==> config.mk <==
export PLATFORM = sky130hd
export DESIGN_NAME = uart_tx_mmio
export DESIGN_NICKNAME = d
export VERILOG_FILES = /design/src/rtl/uart_tx_mmio.sv
export SDC_FILE = /design/constraint.sdc
export NUM_CORES = 1
export LEC_CHECK = 0
export CAP_MARGIN = 20
export CORE_MARGIN = 3
export CORE_UTILIZATION = 58
export CTS_CLUSTER_DIAMETER = 30
export CTS_CLUSTER_SIZE = 40
export DETAILED_ROUTE_END_ITERATION = 10
export DONT_BUFFER_PORTS = 1
export GPL_TIMING_DRIVEN = 0
export PLACE_DENSITY_LB_ADDON = 0.1
export SLEW_MARGIN = 5
export SYNTH_ARGS = -nofsm -noshare
export SYNTH_HDL_FRONTEND = slang
export SYNTH_SLANG_ARGS = --single-unit
==> constraint.sdc <==
create_clock -name clk_i -period 3.22 [get_ports clk_i]
set_clock_uncertainty 0.1 [all_clocks]
set_input_delay 0.322 -clock clk_i [delete_from_list [all_inputs] [get_ports clk_i]]
set_output_delay 0.322 -clock clk_i [all_outputs]
set_load 0.005 [all_outputs]
==> src/rtl/uart_tx_mmio.sv <==
// Memory-mapped 8N1 UART transmitter with an 8-entry TX FIFO, status, divisor and IRQ control registers.
// Optional interrupt logic is built when UART_TX_IRQ_EN is defined; otherwise tx_irq_o is tied low.
module uart_tx_mmio #(
   parameter logic [31:0] BASE_ADDR   = 32'h1000_0000,
   parameter int          FIFO_DEPTH  = 8,
   parameter logic [15:0] DEFAULT_DIV = 16'd434
) (
   input  logic        clk_i,
   input  logic        rst_ni,
   input  logic        bus_en_i,
   input  logic        bus_write_en_i,
   input  logic [3:0]  bus_write_sel_i,
   input  logic [31:0] bus_addr_i,
   input  logic [31:0] bus_write_data_i,
   output logic [31:0] bus_read_data_o,
   output logic        bus_hit_o,
   output logic        uart_txd_o,
   output logic        tx_irq_o
);
   // state   | meaning
   // S_IDLE  | line high, waiting for a queued byte
   // S_START | driving start bit (0)
   // S_DATA  | shifting 8 data bits, LSB first
   // S_STOP  | driving stop bit (1), may chain into next frame
   localparam int AW = $clog2(FIFO_DEPTH);
   localparam int CW = AW + 1;

   typedef enum logic [1:0] {S_IDLE, S_START, S_DATA, S_STOP} state_t;

   logic [7:0]    mem_q [FIFO_DEPTH];
   logic [AW-1:0] wr_ptr_q, rd_ptr_q;
   logic [CW-1:0] count_q;
   logic          ovf_q;
   logic [15:0]   div_q;

   state_t        state_q, state_d;
   logic [15:0]   lat_div_q, lat_div_d;
   logic [15:0]   tmr_q, tmr_d;
   logic [2:0]    bit_q, bit_d;
   logic [7:0]    shift_q, shift_d;
   logic          txd_q, txd_d;
   logic          pop;

   logic          wr_acc, rd_acc, full, empty, busy, push_req, push, tmr_done;
   logic [1:0]    reg_sel;
   logic [15:0]   eff_div;
   logic [31:0]   irq_rd;
   logic          unused_bits;

   assign bus_hit_o = (bus_addr_i[31:4] == BASE_ADDR[31:4]);
   assign wr_acc    = bus_en_i & bus_write_en_i & bus_hit_o;
   assign rd_acc    = bus_en_i & ~bus_write_en_i & bus_hit_o;
   assign reg_sel   = bus_addr_i[3:2];
   assign full      = (count_q == CW'(FIFO_DEPTH));
   assign empty     = (count_q == '0);
   assign busy      = (state_q != S_IDLE);
   assign push_req  = wr_acc & (reg_sel == 2'd0) & bus_write_sel_i[0];
   assign push      = push_req & ~full;
   assign eff_div   = (div_q == 16'd0) ? 16'd1 : div_q;
   assign tmr_done  = (tmr_q == 16'd0);
   assign unused_bits = ^{bus_write_data_i[31:16], bus_write_sel_i[3:2], bus_addr_i[1:0]};

   always_ff @(posedge clk_i) begin
      if (push) mem_q[wr_ptr_q] <= bus_write_data_i[7:0];
   end

   always_ff @(posedge clk_i or negedge rst_ni) begin
      if (!rst_ni) begin
         wr_ptr_q <= '0;
         rd_ptr_q <= '0;
         count_q  <= '0;
         ovf_q    <= 1'b0;
         div_q    <= DEFAULT_DIV;
      end else begin
         if (push) wr_ptr_q <= wr_ptr_q + AW'(1);
         if (pop)  rd_ptr_q <= rd_ptr_q + AW'(1);
         count_q <= count_q + CW'(push) - CW'(pop);
         if (push_req && full)
            ovf_q <= 1'b1;
         else if (wr_acc && reg_sel == 2'd1 && bus_write_sel_i[0] && bus_write_data_i[3])
            ovf_q <= 1'b0;
         if (wr_acc && reg_sel == 2'd2) begin
            if (bus_write_sel_i[0]) div_q[7:0]  <= bus_write_data_i[7:0];
            if (bus_write_sel_i[1]) div_q[15:8] <= bus_write_data_i[15:8];
         end
      end
   end

   always_ff @(posedge clk_i or negedge rst_ni) begin
      if (!rst_ni) begin
         state_q   <= S_IDLE;
         lat_div_q <= 16'd1;
         tmr_q     <= 16'd0;
         bit_q     <= 3'd0;
         shift_q   <= 8'd0;
         txd_q     <= 1'b1;
      end else begin
         state_q   <= state_d;
         lat_div_q <= lat_div_d;
         tmr_q     <= tmr_d;
         bit_q     <= bit_d;
         shift_q   <= shift_d;
         txd_q     <= txd_d;
      end
   end

   always_comb begin
      state_d   = state_q;
      lat_div_d = lat_div_q;
      tmr_d     = tmr_q;
      bit_d     = bit_q;
      shift_d   = shift_q;
      pop       = 1'b0;
      case (state_q)
         S_IDLE: begin
            if (!empty) begin
               pop       = 1'b1;
               shift_d   = mem_q[rd_ptr_q];
               lat_div_d = eff_div;
               tmr_d     = eff_div - 16'd1;
               state_d   = S_START;
            end
         end
         S_START: begin
            if (tmr_done) begin
               state_d = S_DATA;
               bit_d   = 3'd0;
               tmr_d   = lat_div_q - 16'd1;
            end else begin
               tmr_d = tmr_q - 16'd1;
            end
         end
         S_DATA: begin
            if (tmr_done) begin
               tmr_d = lat_div_q - 16'd1;
               if (bit_q == 3'd7) begin
                  state_d = S_STOP;
               end else begin
                  shift_d = {1'b0, shift_q[7:1]};
                  bit_d   = bit_q + 3'd1;
               end
            end else begin
               tmr_d = tmr_q - 16'd1;
            end
         end
         S_STOP: begin
            if (tmr_done) begin
               // chain straight into the next start bit when more data is queued
               if (!empty) begin
                  pop       = 1'b1;
                  shift_d   = mem_q[rd_ptr_q];
                  lat_div_d = eff_div;
                  tmr_d     = eff_div - 16'd1;
                  state_d   = S_START;
               end else begin
                  state_d = S_IDLE;
               end
            end else begin
               tmr_d = tmr_q - 16'd1;
            end
         end
         default: state_d = S_IDLE;
      endcase
      case (state_d)
         S_START: txd_d = 1'b0;
         S_DATA:  txd_d = shift_d[0];
         default: txd_d = 1'b1;
      endcase
   end

   assign uart_txd_o = txd_q;

`ifdef UART_TX_IRQ_EN
   logic ie_q, irq_q;
   always_ff @(posedge clk_i or negedge rst_ni) begin
      if (!rst_ni) begin
         ie_q  <= 1'b0;
         irq_q <= 1'b0;
      end else begin
         if (wr_acc && reg_sel == 2'd3 && bus_write_sel_i[0]) ie_q <= bus_write_data_i[0];
         irq_q <= ie_q & empty & ~busy;
      end
   end
   assign tx_irq_o = irq_q;
   assign irq_rd   = {31'b0, ie_q};
`else
   assign tx_irq_o = 1'b0;
   assign irq_rd   = 32'h0;
`endif

   always_comb begin
      bus_read_data_o = 32'h0;
      if (rd_acc) begin
         case (reg_sel)
            2'd1:    bus_read_data_o = {16'h0, 8'(count_q), 4'h0, ovf_q, busy, empty, full};
            2'd2:    bus_read_data_o = {16'h0, div_q};
            2'd3:    bus_read_data_o = irq_rd;
            default: bus_read_data_o = 32'h0;
         endcase
      end
   end
endmodule

== Word level (Yosys, flattened, before mapping) ==
Memories as Yosys holds them, arrays and structs flattened.
Cells that the tools add are included.

* Shift-type cells: 0
* $mul: 0
* Multiplexer cells: 34
* Bitwise gates (word level): 9
* Div/mod/pow operators: 0
* Reduce and logical (&&, ||, !) cells: 21
* Equality and inequality tests: 14
* Add/subtract/negate cells: 8
* Order comparisons: 0

{| class="wikitable"
|+ Operators with widths
! kind !! count
|-
| two-way mux 16 bit || 7
|-
| one-hot mux 16 bit (2 select lines) || 2
|-
| one-hot mux 16 bit (3 select lines) || 1
|-
| subtractor 16 x 1 -> 16 bit, second input constant || 3
|-
| logical NOT 16 bit || 2
|-
| two-way mux 8 bit || 4
|-
| equality test 28 x 25 -> 1 bit, second input constant || 1
|-
| one-hot mux 8 bit (3 select lines) || 1
|-
| two-way mux 2 bit || 5
|-
| adder 3 x 1 -> 3 bit, second input constant || 3
|-
| two-way mux 3 bit || 3
|-
| equality test 2 bit, second input constant || 4
|-
| inequality test 2 bit, second input constant || 4
|-
| one-hot mux 2 bit (4 select lines) || 1
|-
| AND reduction 4 bit || 2
|-
| nonzero test 2 bit || 4
|-
| bitwise AND 1 bit || 7
|-
| two-way mux 1 bit || 7
|-
| equality test 2 x 1 -> 1 bit, second input constant || 3
|-
| one-hot mux 3 bit (2 select lines) || 1
|-
| AND reduction 2 bit || 3
|-
| logical AND 1 bit || 5
|-
| adder 4 x 1 -> 4 bit || 1
|-
| equality test 4 bit, second input constant || 1
|-
| other kinds (8) || 11
|}

* Bits in writable memories: 64
* Output and inout port bits: 35
* Memory bits (read-only): 0
* Input bits: 72
* Register bits: 73
* Latch bits: 0
* Word-level logic and storage cells: 100
* Memories: 1

{| class="wikitable"
|+ Memories
! name !! depth !! bits a word !! read ports !! clocked after Yosys merged registers in !! write ports !! RTL line !! text
|-
| mem_q || 8 || 8 || 1 || 0 || 1 || 30 || <nowiki>logic [7:0] mem_q [FIFO_DEPTH];</nowiki>
|}

== Logic depth before layout (Yosys ltp) ==
* Depth after elaboration: 7
* Depth in mapped cells: 13
* Gate-level depth less buffers: 12

== Worst setup path after synthesis ==
OpenSTA, ideal clock, no wires.

* Path kind: reg-to-reg
* Start: register div_q[4]
* End: register tmr_q[10]
* Required time: 3.019 ns
* Setup time: 0.101 ns
* Clock period less this slack: 3.075 ns
* Data arrival time: 2.874 ns
* Cell stages (with the launch flop): 13
* Slack: 0.145 ns
* Buffers on the path: 1
* Path through: dfstp_2 -> clkbuf_1 -> or3_1 -> or4_4 -> nor2_1 -> nor2_1 -> ha_1 -> or3b_1 -> or2_2 -> or4_1 -> xnor2_1 -> nor2_1 -> o32ai_1

* Cells in the longest elaborated chain, start to end: 6

{| class="wikitable"
|+ Ends and longest elaborated chain
! element !! RTL line !! text
|-
| start, declared || 34 || <nowiki>logic [15:0] div_q;</nowiki>
|-
| start signal, assigned || 83 || <nowiki>if (bus_write_sel_i[0]) div_q[7:0] <= bus_write_data_i[7:0];</nowiki>
|-
| logical NOT 16 bit || 59 || <nowiki>assign eff_div = (div_q == 16'd0) ? 16'd1 : div_q;</nowiki>
|-
| two-way mux 16 bit * || 59 ||
|-
| subtractor 16 x 1 -> 16 bit * || 120, 153 ||
|-
| two-way mux 16 bit * || 116, 149 ||
|-
| two-way mux 16 bit || 147 || <nowiki>if (tmr_done) begin</nowiki>
|-
| one-hot mux 16 bit (3 select lines) * || 114 || <nowiki>case (state_q)</nowiki>
|-
| via tmr_d[10] || 38 || <nowiki>logic [15:0] tmr_q, tmr_d;</nowiki>
|-
| end signal, assigned || 100 || <nowiki>tmr_q <= tmr_d;</nowiki>
|-
| end, declared || 38 ||
|}

The timed path passes the listed nets; every way through them passes the cells marked *.
A chain may end at the register's enable or synchronous reset.

== Final worst setup path ==
* Start: register div_q[9]
* End: register tmr_q[10]

The elaborated chain is that of the path after synthesis.

==> results.py <==
metrics = {
    "timing": {
        "worstMarginPinSlew_ns": 0.940,
        "fin_crit_sh_pct": 96.0,
        "max-slew-margin-rel_pct": 36.8,
        "fin_crit_ns": 3.09,
        "setup_viol": 0,
        "fin_setup_tns_ns": 0,
        "finalWorstSetupSlack_ns": 0.127,
        "drv_slew": 0,
        "hold_slack_ns": 0.0311,
        "final-hold-violation-count": 0,
        "max_freq_mhz": 323,
    },
    "worst_setup_path": {
        "end_kind": "flop",
        "path_class": "reg2reg",
        "critPathLaunchType": "flop",
        "crit_required_ns": 3.43,
        "crit_path_max_fanout": 6,
        "arrival_ns": 3.31,
    },
    "synth": {
        "yosys_warnings": 0,
        "synth_flop_cell": "dfrtp_1",
        "syn-instance-count": 627,
        "synth_cell_types": 63,
        "synth_seq_cells": 137,
        "synth_edf_count": 64,
        "async_reset_ff_share_pct": 53.3,
        "yosysSeqAreaShare_pct": 51.7,
        "netlist_area_um2": 7260,
        "syn_area_per_cell_um2": 11.6,
    },
    "cells_and_area": {
        "multi_input_area_um2": 3310,
        "layout.nets": 784,
        "antenna_cells": 0,
        "post-route-util_pct": 69.6,
        "fillers": 893,
        "drive_gt1_share_pct": 21.2,
        "fin_area_um2": 8430,
        "area_delta_synth_final_pct": 16.0,
        "register_area_um2": 3760,
    },
    "power": {
        "irDropWorstVdd_uv": 366,
        "pwr_density_cell_nw_per_um2": 440,
        "leakagePower_nw": 3.30,
    },
    "cts": {
        "cts-root-buf": "clkbuf_16",
        "cts_tree": "built",
        "numCtsBuffers": 17,
        "clkSinkCount": 137,
        "clkLatencyLatePin_ns": 0.42,
        "h-tree-depth": 4,
        "cts_buffer_depth": 2,
        "clkTransAtPathRegs_ns": 0.06,
    },
    "floorplanning": {
        "die_x_um": 118,
        "start_util_pct": 60.0,
        "die_height_um": 118,
        "die_area_um2": 13900,
        "std_cell_rows": 40,
        "core_area_um2": 12100,
        "pin_count": 107,
    },
    "routing": {
        "wl_per_cell_um": 19.4,
        "via_per_inst": 6.03,
        "drt_iter0_drc": 473,
        "final_antenna_net_count": 0,
        "vias": 5245,
        "first_pass_iters": 5,
        "drc": 0,
        "totalWireLength_mm": 16.9,
    },
    "outcome": {
        "status": "completed",
    },
    "global_route": {
        "antenna_found_initial": 0,
        "grt-ovfl-total": 0,
        "grt_pass1_vias": 5154,
        "grt_use_total_pct": 25.3,
        "grt_max_degree": 74,
        "grt_pass1_wl_mm": 27.6,
    },
    "placed_design": {
        "gp_congestion": 0.906,
        "io_buffers": 0,
        "post_dp_cell_area_um2": 7590,
        "dp_slack_ns": -0.326,
        "dp_hpwl_mm": 11.9,
    },
    "min_path": {
        "worstHoldPathType": "in2reg",
    },
    "flow_run": {
        "max-cap-violations": 0,
    },
}
[kinds of logic after synthesis]
kind of cell,after synthesis,share of synthesized area [%]
and+or+nand+nor,197,14.6
DFF,137,51.7
AOI/OAI and AO/OA,104,9.11
buffers and inverters,68,4.51
muxes,56,11.0
xor gates and xnor gates,41,4.94
adders and majority gates,23,4.07
other,1,0.0516
[metal layers]
layer | global-route usage (%) | routed length, um | vias up
met4 | 8.64 | 303 | 0
met2 | 39.2 | 7960 | 185
met3 | 6.05 | 971 | 28
met1 | 35.4 | 7630 | 2595
met5 | 0 | 0 | -
li1 | - | - | 2437
[through the flow]
stage	std cells	power, mW
4_1_cts	867	3.73
3_3_place_gp	811	1.90
6_report	870	3.71
2_1_floorplan	643	1.90
5_1_grt	870	3.82
3_5_place_dp	816	1.90
[registers in the layout, indices dropped and copies added, names as in the netlist]
name,cells
mem_q,64
div_q,16
lat_div_q,16
tmr_q,16
shift_q,8
count_q,4
bit_q,3
rd_ptr_q,3
wr_ptr_q,3
state_q,2
ovf_q,1
uart_txd_o,1
[synth_stat cells (3+ instances only)]
cell type,number,share of area (%)
edfxtp_1,64,26
xnor2_1,15,1.8
or4_1,5,0.52
and4_1,3,0.36
nor4b_1,5,0.60
nor2_1,60,3.1
nor3_1,15,1.0
buf_4,18,1.9
xor2_1,26,3.1
nand3_1,11,0.76
o32ai_1,6,0.72
o21ai_0,11,0.76
inv_1,18,0.93
a22oi_1,8,0.83
dfrtp_1,66,23
nor2b_1,3,0.26
o31ai_1,4,0.41
buf_1,4,0.21
nand4_1,6,0.52
buf_2,3,0.21
mux4_2,16,5.0
nand2_1,36,1.9
nor4_1,17,1.5
mux2_2,31,4.8
mux2i_1,9,1.2
o22ai_1,17,1.5
and2_1,9,0.78
dfstp_2,7,2.5
and3b_1,3,0.36
nor4_2,3,0.52
ha_1,22,3.8
a21oi_1,43,3.0
clkbuf_1,24,1.2
or3_1,3,0.26
nor3b_1,3,0.31
[final timing paths]
| path | startpoint | end | slack [ns] | cells past startpoint |
|---|---|---|---|---|
| worst min-delay path | bus_write_data_i[3] | ovf_q | 0.03 | 2 |
| worst max register to register | div_q[9] | tmr_q[10] | 0.13 | 11 |
| worst max-delay path | div_q[9] | tmr_q[10] | 0.13 | 11 |
| max in group asynchronous | rst_ni | uart_txd_o | 2.27 | 2 |
| worst min register to register | shift_q[3] | shift_q[2] | 0.39 | 2 |
| min in group asynchronous | rst_ni | tmr_q[7] | 0.36 | 2 |
[placed cells by master (no fill, tap or decap), drive strengths merged, types with 5 or more instances in the layout]
cell type,netlist,layout
clkbuf,25,39
clkinv,0,6
xor2,26,26
edfxtp,64,64
mux2,31,31
nand3,11,11
o21ai,12,12
nand4,6,6
nor4,20,20
buf,25,39
ha,22,22
inv,18,24
mux2i,9,9
and2,9,9
nand2,36,36
nor2,60,60
dfstp,7,7
a21oi,43,43
o22ai,17,17
nor4b,5,5
o32ai,7,7
or4,7,7
xnor2,15,15
a22oi,8,8
conb,1,17
mux4,16,16
nor3,16,16
dfrtp,66,66
dlygate4sd3,0,17
[report_power, final]
| group | switching, mW | internal, mW |
|---|---|---|
| registers | 0.000000434 | 1.83 |
| logic | 0.0484 | 0.0358 |
| clock network | 0.787 | 1.00 |
[area by class of cell]
cell class	count	area share [%]
Clock buffer	18	5.09
Timing Repair Buffer	31	3.44
Tap cell	168	2.49
Buffer	46	2.93
Clock inverter	14	1.35
Multi-Input combinational cell	438	39.3
Sequential cell	137	44.6
Inverter	18	0.802
[worst max-delay path, cell delays in order (launching register included)]
cell	delay (ns)
dfrtp_2	0.45
or4_4	0.57
or4_4	0.57
nor2_2	0.12
nor2_2	0.06
ha_1	0.21
or3b_4	0.27
or2_2	0.13
or4_1	0.11
xnor2_1	0.12
nor2_1	0.07
o32ai_1	0.23
[repair_timing]
action                                 in CTS  in global routing
endpoints found under the hold margin     153                  0
hold buffers                               18                  0
setup endpoints to repair                   7                  7
pin swaps                                   1                  2
gates resized for setup                     5                  8
setup buffers                               4                  4
(Power assumes the default switching activity.)
